### src/rtl/bus_arbiter_pkg.sv
// ---------------------------------------------------------------------------
// bus_arbiter_pkg
// Shared definitions for the system bus arbiter and the slave address decoder.
//   - arbiter state encodings (ARB_IDLE / ARB_GNT_M0 / ARB_GNT_M1)
//   - master index constants used for the round-robin 'last' marker
//   - hold-counter sizing used when ARB_TIMEOUT_EN is defined
//   - slave address map (S0..S2) and a small decode helper
// No ports; imported with import bus_arbiter_pkg::*.
// ---------------------------------------------------------------------------
package bus_arbiter_pkg;

   // Maximum consecutive grant cycles before a forced handover.
   localparam int TIMEOUT_CYC = 16;
   // Hold counter width; 2**CNT_W must exceed TIMEOUT_CYC.
   localparam int CNT_W = 5;

   typedef enum logic [1:0] {
      ARB_IDLE   = 2'b00,
      ARB_GNT_M0 = 2'b01,
      ARB_GNT_M1 = 2'b10
   } arb_state_e;

   localparam logic MST_M0 = 1'b0;
   localparam logic MST_M1 = 1'b1;

   // Slave address map shared with the address decoder.
   localparam logic [15:0] S0_BASE = 16'h0000;
   localparam logic [15:0] S1_BASE = 16'h4000;
   localparam logic [15:0] S2_BASE = 16'h8000;
   localparam logic [15:0] SLV_MASK = 16'hC000;

   // Returns the slave index for an address; 2'd3 means unmapped.
   function automatic logic [1:0] slave_index(input logic [15:0] addr);
      logic [15:0] region;
      region = addr & SLV_MASK;
      if (region == S0_BASE) return 2'd0;
      else if (region == S1_BASE) return 2'd1;
      else if (region == S2_BASE) return 2'd2;
      else return 2'd3;
   endfunction

endpackage

### src/rtl/arb_hold_counter.sv
// ---------------------------------------------------------------------------
// arb_hold_counter
// Counts consecutive cycles a master has held the bus. Clear wins over
// enable; the count saturates at all-ones so it never wraps back to a value
// that could look like a fresh grant.
// Ports:
//   clk      in  system clock, rising edge
//   reset_n  in  asynchronous active-low reset
//   clear    in  synchronous clear (state change)
//   enable   in  count this cycle (a grant is active)
//   tc       out terminal count reached (cnt == TC_VAL)
// ---------------------------------------------------------------------------
module arb_hold_counter #(
   parameter int CNT_W  = 5,
   parameter int TC_VAL = 15
) (
   input  logic clk,
   input  logic reset_n,
   input  logic clear,
   input  logic enable,
   output logic tc
);

   logic [CNT_W-1:0] cnt_q;
   logic [CNT_W-1:0] cnt_d;

   always_comb begin
      cnt_d = cnt_q;
      if (clear) begin
         cnt_d = '0;
      end else if (enable && (cnt_q != {CNT_W{1'b1}})) begin
         cnt_d = cnt_q + 1'b1;
      end
   end

   always_ff @(posedge clk or negedge reset_n) begin
      if (!reset_n) begin
         cnt_q <= '0;
      end else begin
         cnt_q <= cnt_d;
      end
   end

   assign tc = (cnt_q == CNT_W'(TC_VAL));

endmodule

### src/rtl/bus_arbiter.sv
// ---------------------------------------------------------------------------
// bus_arbiter
// Two-master arbiter for the shared system bus. M0 is the host port, M1 the
// factorial core. Exactly one master is granted at a time; grants and the
// mux select are registered, so a request sampled at an edge shows up as a
// grant just after that edge. Contention from IDLE is resolved round-robin
// against the last master granted. A releasing master hands over directly
// to a waiting master without an idle cycle.
// Optional feature: define ARB_TIMEOUT_EN to force a handover after
// TIMEOUT_CYC consecutive grant cycles when the other master is waiting.
// Ports:
//   clk       in   system clock, rising edge
//   reset_n   in   asynchronous active-low reset
//   M0_req    in   master 0 request (level)
//   M1_req    in   master 1 request (level)
//   M0_grant  out  master 0 owns the bus (registered)
//   M1_grant  out  master 1 owns the bus (registered)
//   m_sel     out  bus mux select, 0 = M0, 1 = M1 (registered)
//   bus_busy  out  either grant is high
// ---------------------------------------------------------------------------
module bus_arbiter
   import bus_arbiter_pkg::*;
(
   input  logic clk,
   input  logic reset_n,
   input  logic M0_req,
   input  logic M1_req,
   output logic M0_grant,
   output logic M1_grant,
   output logic m_sel,
   output logic bus_busy
);

   arb_state_e state_q, state_d;
   logic       last_q, last_d;
   logic       m_sel_q, m_sel_d;
   logic       m0_grant_q, m1_grant_q;

`ifdef ARB_TIMEOUT_EN
   logic tc;

   // The hold count restarts on every state change, including a direct
   // handover between masters, so each grant gets its full window.
   arb_hold_counter #(
      .CNT_W  (CNT_W),
      .TC_VAL (TIMEOUT_CYC - 1)
   ) u_hold_counter (
      .clk     (clk),
      .reset_n (reset_n),
      .clear   (state_d != state_q),
      .enable  (state_q != ARB_IDLE),
      .tc      (tc)
   );
`endif

   // Next-state logic. 'last' and m_sel are derived from the state being
   // entered so they line up with the registered grants; m_sel holds in IDLE
   // to keep the bus lines stable.
   always_comb begin
      state_d = state_q;
      last_d  = last_q;
      m_sel_d = m_sel_q;

      case (state_q)
         ARB_IDLE: begin
            if (M0_req && M1_req) begin
               state_d = (last_q == MST_M1) ? ARB_GNT_M0 : ARB_GNT_M1;
            end else if (M0_req) begin
               state_d = ARB_GNT_M0;
            end else if (M1_req) begin
               state_d = ARB_GNT_M1;
            end
         end
         ARB_GNT_M0: begin
            if (!M0_req) begin
               state_d = M1_req ? ARB_GNT_M1 : ARB_IDLE;
            end
`ifdef ARB_TIMEOUT_EN
            else if (M1_req && tc) begin
               state_d = ARB_GNT_M1;
            end
`endif
         end
         ARB_GNT_M1: begin
            if (!M1_req) begin
               state_d = M0_req ? ARB_GNT_M0 : ARB_IDLE;
            end
`ifdef ARB_TIMEOUT_EN
            else if (M0_req && tc) begin
               state_d = ARB_GNT_M0;
            end
`endif
         end
         default: begin
            state_d = ARB_IDLE;
         end
      endcase

      case (state_d)
         ARB_GNT_M0: begin
            last_d  = MST_M0;
            m_sel_d = 1'b0;
         end
         ARB_GNT_M1: begin
            last_d  = MST_M1;
            m_sel_d = 1'b1;
         end
         default: begin
         end
      endcase
   end

   // State and registered Moore outputs. Grants decode from a one-hot-style
   // state so both can never be high together; reset clears them at once.
   always_ff @(posedge clk or negedge reset_n) begin
      if (!reset_n) begin
         state_q    <= ARB_IDLE;
         last_q     <= MST_M1;
         m_sel_q    <= 1'b0;
         m0_grant_q <= 1'b0;
         m1_grant_q <= 1'b0;
      end else begin
         state_q    <= state_d;
         last_q     <= last_d;
         m_sel_q    <= m_sel_d;
         m0_grant_q <= (state_d == ARB_GNT_M0);
         m1_grant_q <= (state_d == ARB_GNT_M1);
      end
   end

   assign M0_grant = m0_grant_q;
   assign M1_grant = m1_grant_q;
   assign m_sel    = m_sel_q;
   assign bus_busy = m0_grant_q | m1_grant_q;

endmodule

### config.mk
export PLATFORM = sky130hd
export DESIGN_NAME = bus_arbiter
export DESIGN_NICKNAME = d
export VERILOG_FILES = /design/src/rtl/bus_arbiter_pkg.sv /design/src/rtl/arb_hold_counter.sv /design/src/rtl/bus_arbiter.sv
export SDC_FILE = /design/constraint.sdc
export NUM_CORES = 1
export LEC_CHECK = 0
export BUFFER_PORTS_ARGS = -buffer_cell sky130_fd_sc_hd__buf_2
export CORE_AREA = 2 2 39 41
export DETAILED_ROUTE_END_ITERATION = 8
export DIE_AREA = 0 0 41 43
export PLACE_DENSITY = 0.34
export SYNTH_ARGS = -nofsm -noshare
export SYNTH_HDL_FRONTEND = slang
export SYNTH_SLANG_ARGS = --single-unit
### constraint.sdc
create_clock -name clk -period 1.65 [get_ports clk]
set_input_delay 0.2475 -clock clk [delete_from_list [all_inputs] [get_ports clk]]
set_output_delay 0.2475 -clock clk [all_outputs]
set_load 0.05 [all_outputs]
Yosys cells after proc, flatten, opt, wreduce, memory -nomap -nowiden. Cells that the tools add are included.

Reductions and logical operators: 3. Bitwise operators: 1. Equal/unequal tests: 4. Multiplexer cells: 10.

Operators by type and width (count): 2-to-1 mux 2 bit (7); case mux 2 bit (3 select lines) (1); == test 2 x 1 -> 1 bit, second input constant (2); == test 2 bit, second input constant (2); logical NOT 2 bit (1); case mux 1 bit (2 select lines) (1); nonzero test 2 bit (1); logical AND 1 bit (1); 2-to-1 mux 1 bit (1); bitwise OR 1 bit (1).

Output and inout bits: 4. Input port bits: 4. Flip-flop bits (word level): 6.

Longest topological paths before layout. Gate-level depths: netlist of run 1.

Depth after elaboration: 6. Gate-level depth with buffers: 5.

Worst setup path after synthesis of run 1. Ideal clock, no wire load.

Path kind: register -> output. Start: register m1_grant_q (netlist: M1_grant). End: output port bus_busy. Path buffers: 0. Arrival: 1.062 ns. Cell stages (with the launch flop): 2. Slack: 0.340 ns. Cells stage by stage: dfrtp_1 -> or2_1.

Cells in the longest elaborated chain, start to end: 1.

Ends and longest elaborated chain: start, declared (line bus_arbiter.sv:37) `logic m0_grant_q, m1_grant_q;`; start signal, assigned (line bus_arbiter.sv:127) `m1_grant_q <= (state_d == ARB_GNT_M1);`; bitwise OR 1 bit (line bus_arbiter.sv:134) `assign bus_busy = m0_grant_q | m1_grant_q;`; end, declared (line bus_arbiter.sv:31) `output logic bus_busy`.

Every way passes these cells.

Worst setup path after layout of run 1.
Start: register last_q. End: register m_sel_q (netlist: m_sel).

Cells in the longest elaborated chain, start to end: 5. Elaborated cells on any way between the ends: 7.

Ends and longest elaborated chain: start, declared (line bus_arbiter.sv:35) `logic last_q, last_d;`; start signal, assigned (line bus_arbiter.sv:124) `last_q <= last_d;`; 2-to-1 mux 2 bit (*) (line bus_arbiter.sv:67) `state_d = (last_q == MST_M1) ? ARB_GNT_M0 : ARB_GNT_M1;`; 2-to-1 mux 2 bit (*) (line bus_arbiter.sv:66) `if (M0_req && M1_req) begin`; case mux 2 bit (3 select lines) (*) (line bus_arbiter.sv:64) `case (state_q)`; via state_d[1] (line bus_arbiter.sv:34) `arb_state_e state_q, state_d;`; == test 2 bit / == test 2 x 1 -> 1 bit (equally long branches) (line bus_arbiter.sv:99) `case (state_d)`; case mux 1 bit (2 select lines) / nonzero test 2 bit (equally long branches); end signal, assigned (line bus_arbiter.sv:125) `m_sel_q <= m_sel_d;`; end, declared (line bus_arbiter.sv:36) `logic m_sel_q, m_sel_d;`.

Mark *: on every way through the listed nets, which the timed path passes. The rest lies on a longest branch. A chain may end at the register's enable or synchronous reset.

==> flow_metrics.py, run 1 <==
metrics = {
    "critical_path": {
        "startpoint_type": "flip-flop",
        "max_stage_delay_ns": 0.54,
        "r2r_start": "last_q",
        "path_class": "reg2reg",
        "cp-startpoint": "last_q",
        "cpMaxStageDelayCell": "dfstp_2",
        "critPathArrivalTime_ns": 1.51,
        "worstSetupEndpointType": "flip-flop",
        "worstPathMaxFanout": 3,
        "path_cells": "nand2b_1 > a21o_1 > ha_1 > nand2b_1 > nand2_1",
        "worst_path_most_repeated_cell": "nand2b_1",
        "required_ns": 1.78,
    },
    "finish": {
        "nNetsFinal": 42,
        "area.growth.synth_to_final_pct": 34.1,
        "instances_no_fill": 51,
        "layout-drive-gt1-share_pct": 34.3,
        "antenna_cells": 0,
    },
    "yosys": {
        "synth_compound_area_share_pct": 13.1,
        "yosysUniqueCellTypes": 14,
        "synth-seq-cells": 6,
        "synth_common_cells": "dfrtp_1, nand2_1, ha_1, nand2b_1",
        "yosysWarningCount": 0,
        "avgSynthCellArea_sq_um": 11.6,
        "synth_area_sq_um": 268,
        "synth_fa_ha_area_share_pct": 9.35,
        "synth-xor-area-share_pct": 0,
        "netlist.top_cell.by_area": "dfrtp_1",
        "synthMuxAreaShare_pct": 0,
        "ys_dominant_reg_cell": "dfrtp_1",
        "synth_edf_count": 0,
        "synth_area_leaders": "dfrtp_1, dfstp_2, ha_1",
        "async_flop_share_pct": 100,
        "synth_simple_gate_area_share_pct": 21.0,
        "syn_nets": 29,
        "yosysSeqAreaShare_pct": 56.5,
        "syn-instance-count": 23,
        "synth_top_family_by_area": "simple AND/OR/NAND/NOR gates",
        "synth_top_area_share_pct": 46.7,
        "yosys.cell_count.top_type": "dfrtp_1",
    },
    "floorplan": {
        "core_sq_um": 1380,
        "die-area_sq_um": 1760,
        "start_util_pct": 19.3,
        "io_pins": 8,
        "rows": 14,
        "die_x_um": 41,
        "die_h_um": 43,
    },
    "cts": {
        "ctsResizeCount": 0,
        "clk-insertion-delay-late_ns": 0.24,
        "cts_tree": "done",
        "cts-root-buf": "clkbuf_4",
        "clkSinkCount": 6,
        "htree_levels": 1,
        "clk_pin_slew_ns": 0.05,
        "clock_path_buffers": 2,
        "cts_buffers": 3,
    },
    "timing": {
        "maxSlewViolCount": 0,
        "hold_viol_final": 0,
        "worst_slack_ns": 0.267,
        "finalCriticalPeriod_ns": 1.38,
        "clock_skew_ns": 0.00520,
        "setup_tns_ns": 0,
        "timing.final.crit_share_pct": 83.8,
        "max_slew_margin_pct": 83.5,
        "max_freq_mhz": 723,
        "worst_pin_slew_ns": 0.249,
        "rsz0062_at_grt": "false",
        "setup_viol": 0,
    },
    "min_path": {
        "hold_path.class": "in2reg",
        "worstHoldStart": "M0_req",
    },
    "placed_design": {
        "gp_congestion": 0.679,
        "dp_hpwl_um": 395,
        "port_buffers": 7,
        "post-place-cells": 46,
        "dp_slack_ns": 0.260,
    },
    "detailed_routing": {
        "drtPass1Iterations": 2,
        "viasPerCell": 3.94,
        "wire_per_inst_um": 9.47,
        "dr.first_iter.drc_count": 1,
        "routed_wl_um": 483,
        "vias": 201,
        "ant_nets": 0,
        "drc": 0,
    },
    "power": {
        "irDropWorstVdd_mv": 0.447,
        "power_mw": 0.613,
        "leakagePower_nw": 0.189,
        "power.density_nw_per_um2": 1710,
    },
    "run_status": {
        "outcome": "completed",
    },
    "grt": {
        "antenna_found_initial": 0,
        "grt_pass1_vias": 190,
        "grt_usage_pct": 7.65,
        "grt_pass1_wl_um": 821,
        "grt-ovfl-total": 0,
        "grt_max_degree": 7,
    },
    "job": {
        "max_cap_viol_count": 0,
    },
}
power by group:
group / leakage (nW) / switching, mW / total, mW / internal, mW
Sequential: 0.0741 / 0.0261 / 0.223 / 0.197
Clock: 0.0150 / 0.0534 / 0.145 / 0.0916
Combinational: 0.0998 / 0.169 / 0.245 / 0.0754
Total: 0.189 / 0.249 / 0.613 / 0.364
per-stage QoR:
| stage | hold slack, ns | util (%) | area, sq um |
|---|---|---|---|
| floorplan | -0.0481 | - | 268 |
| global placement | 0.0820 | 23.3 | 323 |
| detailed placement | 0.0835 | 23.3 | 323 |
| CTS | 0.273 | 25.9 | 359 |
| global route | 0.270 | 25.9 | 359 |
| finish | 0.281 | 25.9 | 359 |
path summary, 6_finish.rpt:
check                           slack, ns         end  cells past startpoint
min in group asynchronous            0.36    M0_grant                      2
worst max-delay path                 0.27       m_sel                      5
max in group asynchronous            1.07      last_q                      2
worst min register to register       0.47       m_sel                      2
worst max register to register       0.27       m_sel                      5
worst min-delay path                 0.28  state_q[0]                      2
state kept, by name, indices dropped and copies added, names as in the netlist:
name,count
state_q,2
M0_grant,1
M1_grant,1
last_q,1
m_sel,1
kinds of logic (layout without fill, tap and decap cells):
family                   after synthesis  count (layout)
AO/OA/AOI/OAI                          5               5
adder cells (fa/ha/maj)                2               2
buffers and inverters                  0              12
flip-flops                             6               6
AND/OR/NAND/NOR                       10              10
layout by cell type (no fill, tap or decap):
cell           count
buf_2              7
ha_1               2
nand2b_1           2
o21ai_1            1
dfstp_2            1
clkbuf_4           3
nor2b_1            1
a21oi_1            1
or2_1              1
o21ba_1            1
clkbuf_1           1
dfrtp_1            5
dlygate4sd3_1      1
a21o_1             1
nor2_1             1
nor3b_2            1
nand2_1            4
o21a_1             1
final cells by class:
type                            instances  area (sq um)
Multi-Input combinational cell         17           116
Clock buffer                            4          26.3
Tap cell                               16          20.0
Fill cell                             155          1020
Timing Repair Buffer                    8          45.0
Sequential cell                         6           151
repair_timing:
| item | 4_1_cts | 5_1_grt |
|---|---|---|
| hold endpoints to repair | 5 | 0 |
| hold buffers | 1 | 0 |
| buffers inserted | 0 | 0 |
| setup endpoints to repair | 0 | 0 |
per-layer routing:
layer	track usage, %	share of wire, %	up-vias
met1	7.79	47	90
met2	9.69	46	5
met3	7.85	6.8	0
li1	-	-	106
met5	0	0	-
met4	4.00	0	0
critical path, delay by kind of cell (launching register included):
kind,cells,cell delay [ns]
fa+ha+maj,1,0.30
simple gates,3,0.25
compound gates,1,0.17
flops,1,0.54
Power figures use the tool's default switching activity.
==> run 2: changes to the inputs <==
--- a/config.mk
+++ b/config.mk
@@ -9,7 +9,7 @@
 export CORE_AREA = 2 2 39 41
 export DETAILED_ROUTE_END_ITERATION = 8
 export DIE_AREA = 0 0 41 43
-export PLACE_DENSITY = 0.34
+export PLACE_DENSITY = 0.35
 export SYNTH_ARGS = -nofsm -noshare
 export SYNTH_HDL_FRONTEND = slang
 export SYNTH_SLANG_ARGS = --single-unit
==> constraint.sdc (replaced) <==
create_clock -name clk -period 1.25 [get_ports clk]
set_input_delay 0.1875 -clock clk [delete_from_list [all_inputs] [get_ports clk]]
set_output_delay 0.1875 -clock clk [all_outputs]
set_load 0.05 [all_outputs]
==> run 2 against run 1 <==
The run now ends with setup timing left. Worst setup slack got worse by 0.35 ns. First-iteration DRC count grew to 3.0 times the previous value. Total power rose by 52%. Final area is 16% higher. Critical path depth is the same. Non-clock buffer count increased by 4. Worst hold slack lost 0.044 ns. Global-route usage is 0.50 points lower. Count of clock-buffer cells in the layout unchanged. Sequential share of layout area fell by 5.9 points. Highest routed layer is now met4.
==> flow_metrics.py, run 2 (synthesis gave the netlist of run 1 again) <==
metrics = {
    "finish": {
        "num-fill-cells": 155,
        "nNetsFinal": 46,
        "final_core_util_pct": 30.2,
        "layout-drive-gt1-share_pct": 51.3,
        "antenna_cells": 0,
        "finalInstanceArea_sq_um": 418,
        "final_cell_mix": "buf_2, dfrtp_1, buf_4",
        "multi_input_area_sq_um": 143,
        "final-seq-area_sq_um": 151,
        "largest_reg_flops": 2,
        "layout_commonest_cell": "buf_2",
        "area.growth.synth_to_final_pct": 56.1,
        "top_register": "state_q",
    },
    "cts": {
        "cts_buffers": 3,
        "clkSinkCount": 6,
        "htree_levels": 1,
        "clk-insertion-delay-late_ns": 0.24,
        "cts-root-buf": "clkbuf_4",
        "clock_path_buffers": 2,
        "clk_pin_slew_ns": 0.05,
        "cts_tree": "done",
    },
    "critical_path": {
        "path_cells": "nand2b_1 > a21o_1 > ha_4 > nand2b_4 > nand2_2",
        "critPathArrivalTime_ns": 1.47,
        "path_class": "reg2reg",
        "worstPathMaxFanout": 3,
        "cp_num_buf_inv": 0,
        "required_ns": 1.39,
        "startpoint_type": "flip-flop",
        "cpMaxStageDelayCell": "dfstp_2",
        "max_stage_delay_ns": 0.54,
        "crit_family": "flip-flops",
        "worstSetupEndpointType": "flip-flop",
    },
    "timing": {
        "setup_viol": 2,
        "worst_slack_ns": -0.0811,
        "worst_pin_slew_ns": 0.249,
        "max_freq_mhz": 751,
        "max_slew_margin_pct": 83.5,
        "setup_tns_ns": -0.138,
        "finalCriticalPeriod_ns": 1.33,
        "clock_skew_ns": 0.00570,
        "rsz0062_at_grt": "true",
        "hold_viol_final": 0,
        "timing.final.crit_share_pct": 106,
        "maxSlewViolCount": 0,
    },
    "detailed_routing": {
        "dr.first_iter.drc_count": 3,
        "wire_per_inst_um": 9.00,
        "ant_nets": 0,
        "vias": 221,
        "drc": 0,
        "routed_wl_um": 495,
        "viasPerCell": 4.02,
        "drtPass1Iterations": 4,
    },
    "grt": {
        "grt_pass1_vias": 199,
        "antenna_found_initial": 0,
        "grt_pass1_wl_um": 807,
        "grt_usage_pct": 7.16,
        "grt-ovfl-total": 0,
        "grt_max_degree": 7,
    },
    "power": {
        "power.density_nw_per_um2": 2230,
        "power_mw": 0.934,
        "irDropWorstVdd_mv": 0.808,
        "p_switching_mw": 0.359,
        "p_int_mw": 0.575,
        "leakagePower_nw": 0.216,
        "power_frac_seq_pct": 31.3,
        "p_clk_share_pct": 20.5,
        "p_comb_share_pct": 48.2,
        "switching_share_pct": 38.4,
    },
    "floorplan": {
        "start_util_pct": 19.3,
        "die_h_um": 43,
        "rows": 14,
        "core_sq_um": 1380,
        "die_x_um": 41,
        "die-area_sq_um": 1760,
        "io_pins": 8,
    },
    "placed_design": {
        "dp_slack_ns": -0.112,
        "gp_congestion": 0.602,
        "post_dp_cell_area_sq_um": 358,
        "port_buffers": 7,
    },
    "job": {
        "max_cap_viol_count": 0,
    },
    "run_status": {
        "outcome": "complete, but fails checks",
        "failed_checks": "setup timing",
    },
    "min_path": {
        "hold_path.class": "in2reg",
    },
}
==> run 2: final cells by class <==
class / count / area share (%)
timing repair buffer: 12 / 18.6
sequential: 6 / 36.2
tap: 16 / 4.79
multi-input combinational: 17 / 34.1
clock buffer: 4 / 6.29
==> run 2: timing repair <==
item | 4_1_cts | 5_1_grt
gates resized for setup | 1 | 3
hold endpoints to repair | 6 | 0
buffers inserted | 2 | 0
hold buffers | 1 | 0
setup endpoints to repair | 2 | 4
==> run 2: routing by layer <==
layer	GRT usage [%]	part of all wire (%)
met3	1.57	6.7
met2	9.69	49
met1	8.14	43
met4	8.00	0.81
met5	0	0
==> run 2: power groups by stage <==
stage	combinational [mW]	clock [mW]	sequential (mW)
after floorplan	0.199	0	0.389
final	0.450	0.191	0.292
after CTS	0.442	0.203	0.292
after global placement	0.399	0	0.296
after detailed placement	0.400	0	0.297
after global routing	0.487	0.230	0.300
==> run 2: final timing paths <==
path | from | cells past startpoint | slack (ns) | end
setup reg to reg | last_q | 5 | -0.08 | m_sel
min in group asynchronous | reset_n | 2 | 0.30 | m_sel
hold reg to reg | m_sel | 2 | 0.49 | m_sel
hold / removal | M0_req | 2 | 0.24 | state_q[0]
setup / recovery | last_q | 5 | -0.08 | m_sel
max in group asynchronous | reset_n | 2 | 0.72 | last_q
==> run 2: stage by stage <==
| step | hold WS (ns) | std cells |
|---|---|---|
| finish | 0.237 | 55 |
| detailed placement | 0.0193 | 48 |
| floorplan | -0.108 | 23 |
| global route | 0.221 | 55 |
| global placement | 0.0171 | 48 |
| CTS | 0.230 | 55 |
==> run 2: worst reg2reg max path: stages, from the launching register on <==
cell and delay [ns]:
dfstp_2 0.54, nand2b_1 0.07, a21o_1 0.19, ha_4 0.28, nand2b_4 0.12, nand2_2 0.04
==> run 3: changes to the inputs <==
--- a/config.mk
+++ b/config.mk
@@ -9,7 +9,8 @@
 export CORE_AREA = 2 2 39 41
 export DETAILED_ROUTE_END_ITERATION = 8
 export DIE_AREA = 0 0 41 43
-export PLACE_DENSITY = 0.35
+export MAX_ROUTING_LAYER = met4
+export PLACE_DENSITY = 0.34
 export SYNTH_ARGS = -nofsm -noshare
 export SYNTH_HDL_FRONTEND = slang
 export SYNTH_SLANG_ARGS = --single-unit
==> constraint.sdc (replaced) <==
create_clock -name clk -period 1.6 [get_ports clk]
set_input_delay 0.24 -clock clk [delete_from_list [all_inputs] [get_ports clk]]
set_output_delay 0.24 -clock clk [all_outputs]
set_load 0.05 [all_outputs]
==> run 3 against run 2 <==
The run now ends clean. Critical path depth is the same. Sequential cell count did not move. Total power is 32% lower. Worst setup slack better by 0.30 ns. First-iteration DRC count down 100%. Maximum frequency fell by 3.4%. Sequential power decreased by 22%. Wire length down 2.4%. Global-route usage increased by 0.79 points. Die area did not move. Via count fell by 9.0%. Critical path type unchanged. Largest cell class unchanged.
==> flow_metrics.py, run 3 (synthesis gave the netlist of run 1 again) <==
metrics = {
    "detailed_routing": {
        "vias": 201,
        "ant_nets": 0,
        "wl_met3_um": 51,
        "drtPass1Iterations": 1,
        "dr.first_iter.drc_count": 0,
        "wire_per_inst_um": 9.47,
        "wl_met2_um": 222,
        "met1_length_um": 208,
        "drc": 0,
        "routed_wl_um": 483,
        "top_layer_used": "met3",
        "viasPerCell": 3.94,
    },
    "finish": {
        "antenna_cells": 0,
        "final_cell_mix": "buf_2, dfrtp_1, nand2_1",
        "nNetsFinal": 42,
        "finalInstanceArea_sq_um": 359,
        "layout-drive-gt1-share_pct": 34.3,
        "layout_commonest_cell": "buf_2",
        "final_core_util_pct": 25.9,
        "top_register": "state_q",
        "largest_reg_flops": 2,
        "area.growth.synth_to_final_pct": 34.1,
    },
    "cts": {
        "cts_setup_buffers": 0,
        "clkSinkCount": 6,
        "hold_buffers": 1,
        "cts_tree": "done",
        "clock_path_buffers": 2,
        "cts-root-buf": "clkbuf_4",
        "htree_levels": 1,
        "ctsResizeCount": 0,
        "cts_buffers": 3,
        "clk-insertion-delay-late_ns": 0.24,
        "clk_pin_slew_ns": 0.05,
    },
    "power": {
        "p_int_mw": 0.376,
        "switching_share_pct": 40.7,
        "p_clk_share_pct": 23.9,
        "p_comb_share_pct": 39.9,
        "power_mw": 0.634,
        "power.density_nw_per_um2": 1760,
        "p_switching_mw": 0.258,
        "power_frac_seq_pct": 36.2,
        "irDropWorstVdd_mv": 0.469,
        "leakagePower_nw": 0.189,
    },
    "timing": {
        "worst_pin_slew_ns": 0.249,
        "clock_skew_ns": 0.00477,
        "max_slew_margin_pct": 83.5,
        "setup_viol": 0,
        "timing.final.crit_share_pct": 86.1,
        "hold_viol_final": 0,
        "worst_slack_ns": 0.223,
        "finalCriticalPeriod_ns": 1.38,
        "rsz0062_at_grt": "false",
        "max_freq_mhz": 726,
        "maxSlewViolCount": 0,
        "setup_tns_ns": 0,
    },
    "critical_path": {
        "path_class": "reg2reg",
        "worstPathMaxFanout": 3,
        "max_stage_delay_ns": 0.54,
        "crit_family": "flip-flops",
        "worst_path_most_repeated_cell": "nand2b_1",
        "worstSetupEndpointType": "flip-flop",
        "critPathArrivalTime_ns": 1.51,
        "path_cells": "nand2b_1 > a21o_1 > ha_1 > nand2b_1 > nand2_1",
        "cpMaxStageDelayCell": "dfstp_2",
        "startpoint_type": "flip-flop",
        "required_ns": 1.73,
        "cp_num_buf_inv": 0,
    },
    "grt": {
        "grt_pass1_vias": 192,
        "antenna_found_initial": 0,
        "grt-ovfl-total": 0,
        "grt_max_degree": 7,
        "grt_pass1_wl_um": 828,
        "grt_usage_pct": 7.95,
    },
    "placed_design": {
        "dp_hpwl_um": 395,
        "port_buffers": 7,
        "dp_slack_ns": 0.210,
        "gp_congestion": 0.685,
        "post_dp_cell_area_sq_um": 323,
    },
    "floorplan": {
        "die_h_um": 43,
        "rows": 14,
        "start_util_pct": 19.3,
        "die-area_sq_um": 1760,
        "die_x_um": 41,
        "io_pins": 8,
        "core_sq_um": 1380,
    },
    "run_status": {
        "outcome": "completed",
    },
    "min_path": {
        "hold_path.class": "in2reg",
    },
    "job": {
        "max_cap_viol_count": 0,
    },
}
==> run 3: layout make-up <==
type	instances	area, sq um
fillers	155	1020
flip-flops and latches	6	151
multi-input cells	17	116
repair buffers	8	45.0
clock buffers	4	26.3
well taps	16	20.0
==> run 3: power by group through the flow <==
stage / combinational, mW / sequential (mW) / clock (mW)
2_1_floorplan: 0.123 / 0.304 / 0
3_3_place_gp: 0.258 / 0.229 / 0
3_5_place_dp: 0.255 / 0.232 / 0
4_1_cts: 0.258 / 0.230 / 0.162
5_1_grt: 0.277 / 0.235 / 0.181
6_report: 0.253 / 0.229 / 0.152
==> run 3: per-stage QoR <==
stage | hold WS, ns | std cells
3_5_place_dp | 0.0760 | 46
6_report | 0.271 | 51
3_3_place_gp | 0.0745 | 46
2_1_floorplan | -0.0556 | 23
4_1_cts | 0.265 | 51
5_1_grt | 0.262 | 51
==> run 3: path summary, 6_finish.rpt <==
| kind | start | endpoint | slack (ns) | cells after the start |
|---|---|---|---|---|
| min reg2reg | m_sel | m_sel | 0.47 | 2 |
| min | M0_req | state_q[0] | 0.27 | 2 |
| min in group asynchronous | reset_n | M0_grant | 0.35 | 2 |
| max | last_q | m_sel | 0.22 | 5 |
| max in group asynchronous | reset_n | last_q | 1.03 | 2 |
| max reg2reg | last_q | m_sel | 0.22 | 5 |
==> run 3: worst register-to-register path, cell delays in order (launching register included) <==
cell,delay (ns)
dfstp_2,0.54
nand2b_1,0.07
a21o_1,0.17
ha_1,0.30
nand2b_1,0.13
nand2_1,0.05
==> run 3: layer usage <==
layer  vias up  track usage, %
met3         0            7.85
met1        90            8.12
met2         7            9.69
met4         0            4.00
li1        104               -
met5         -               -
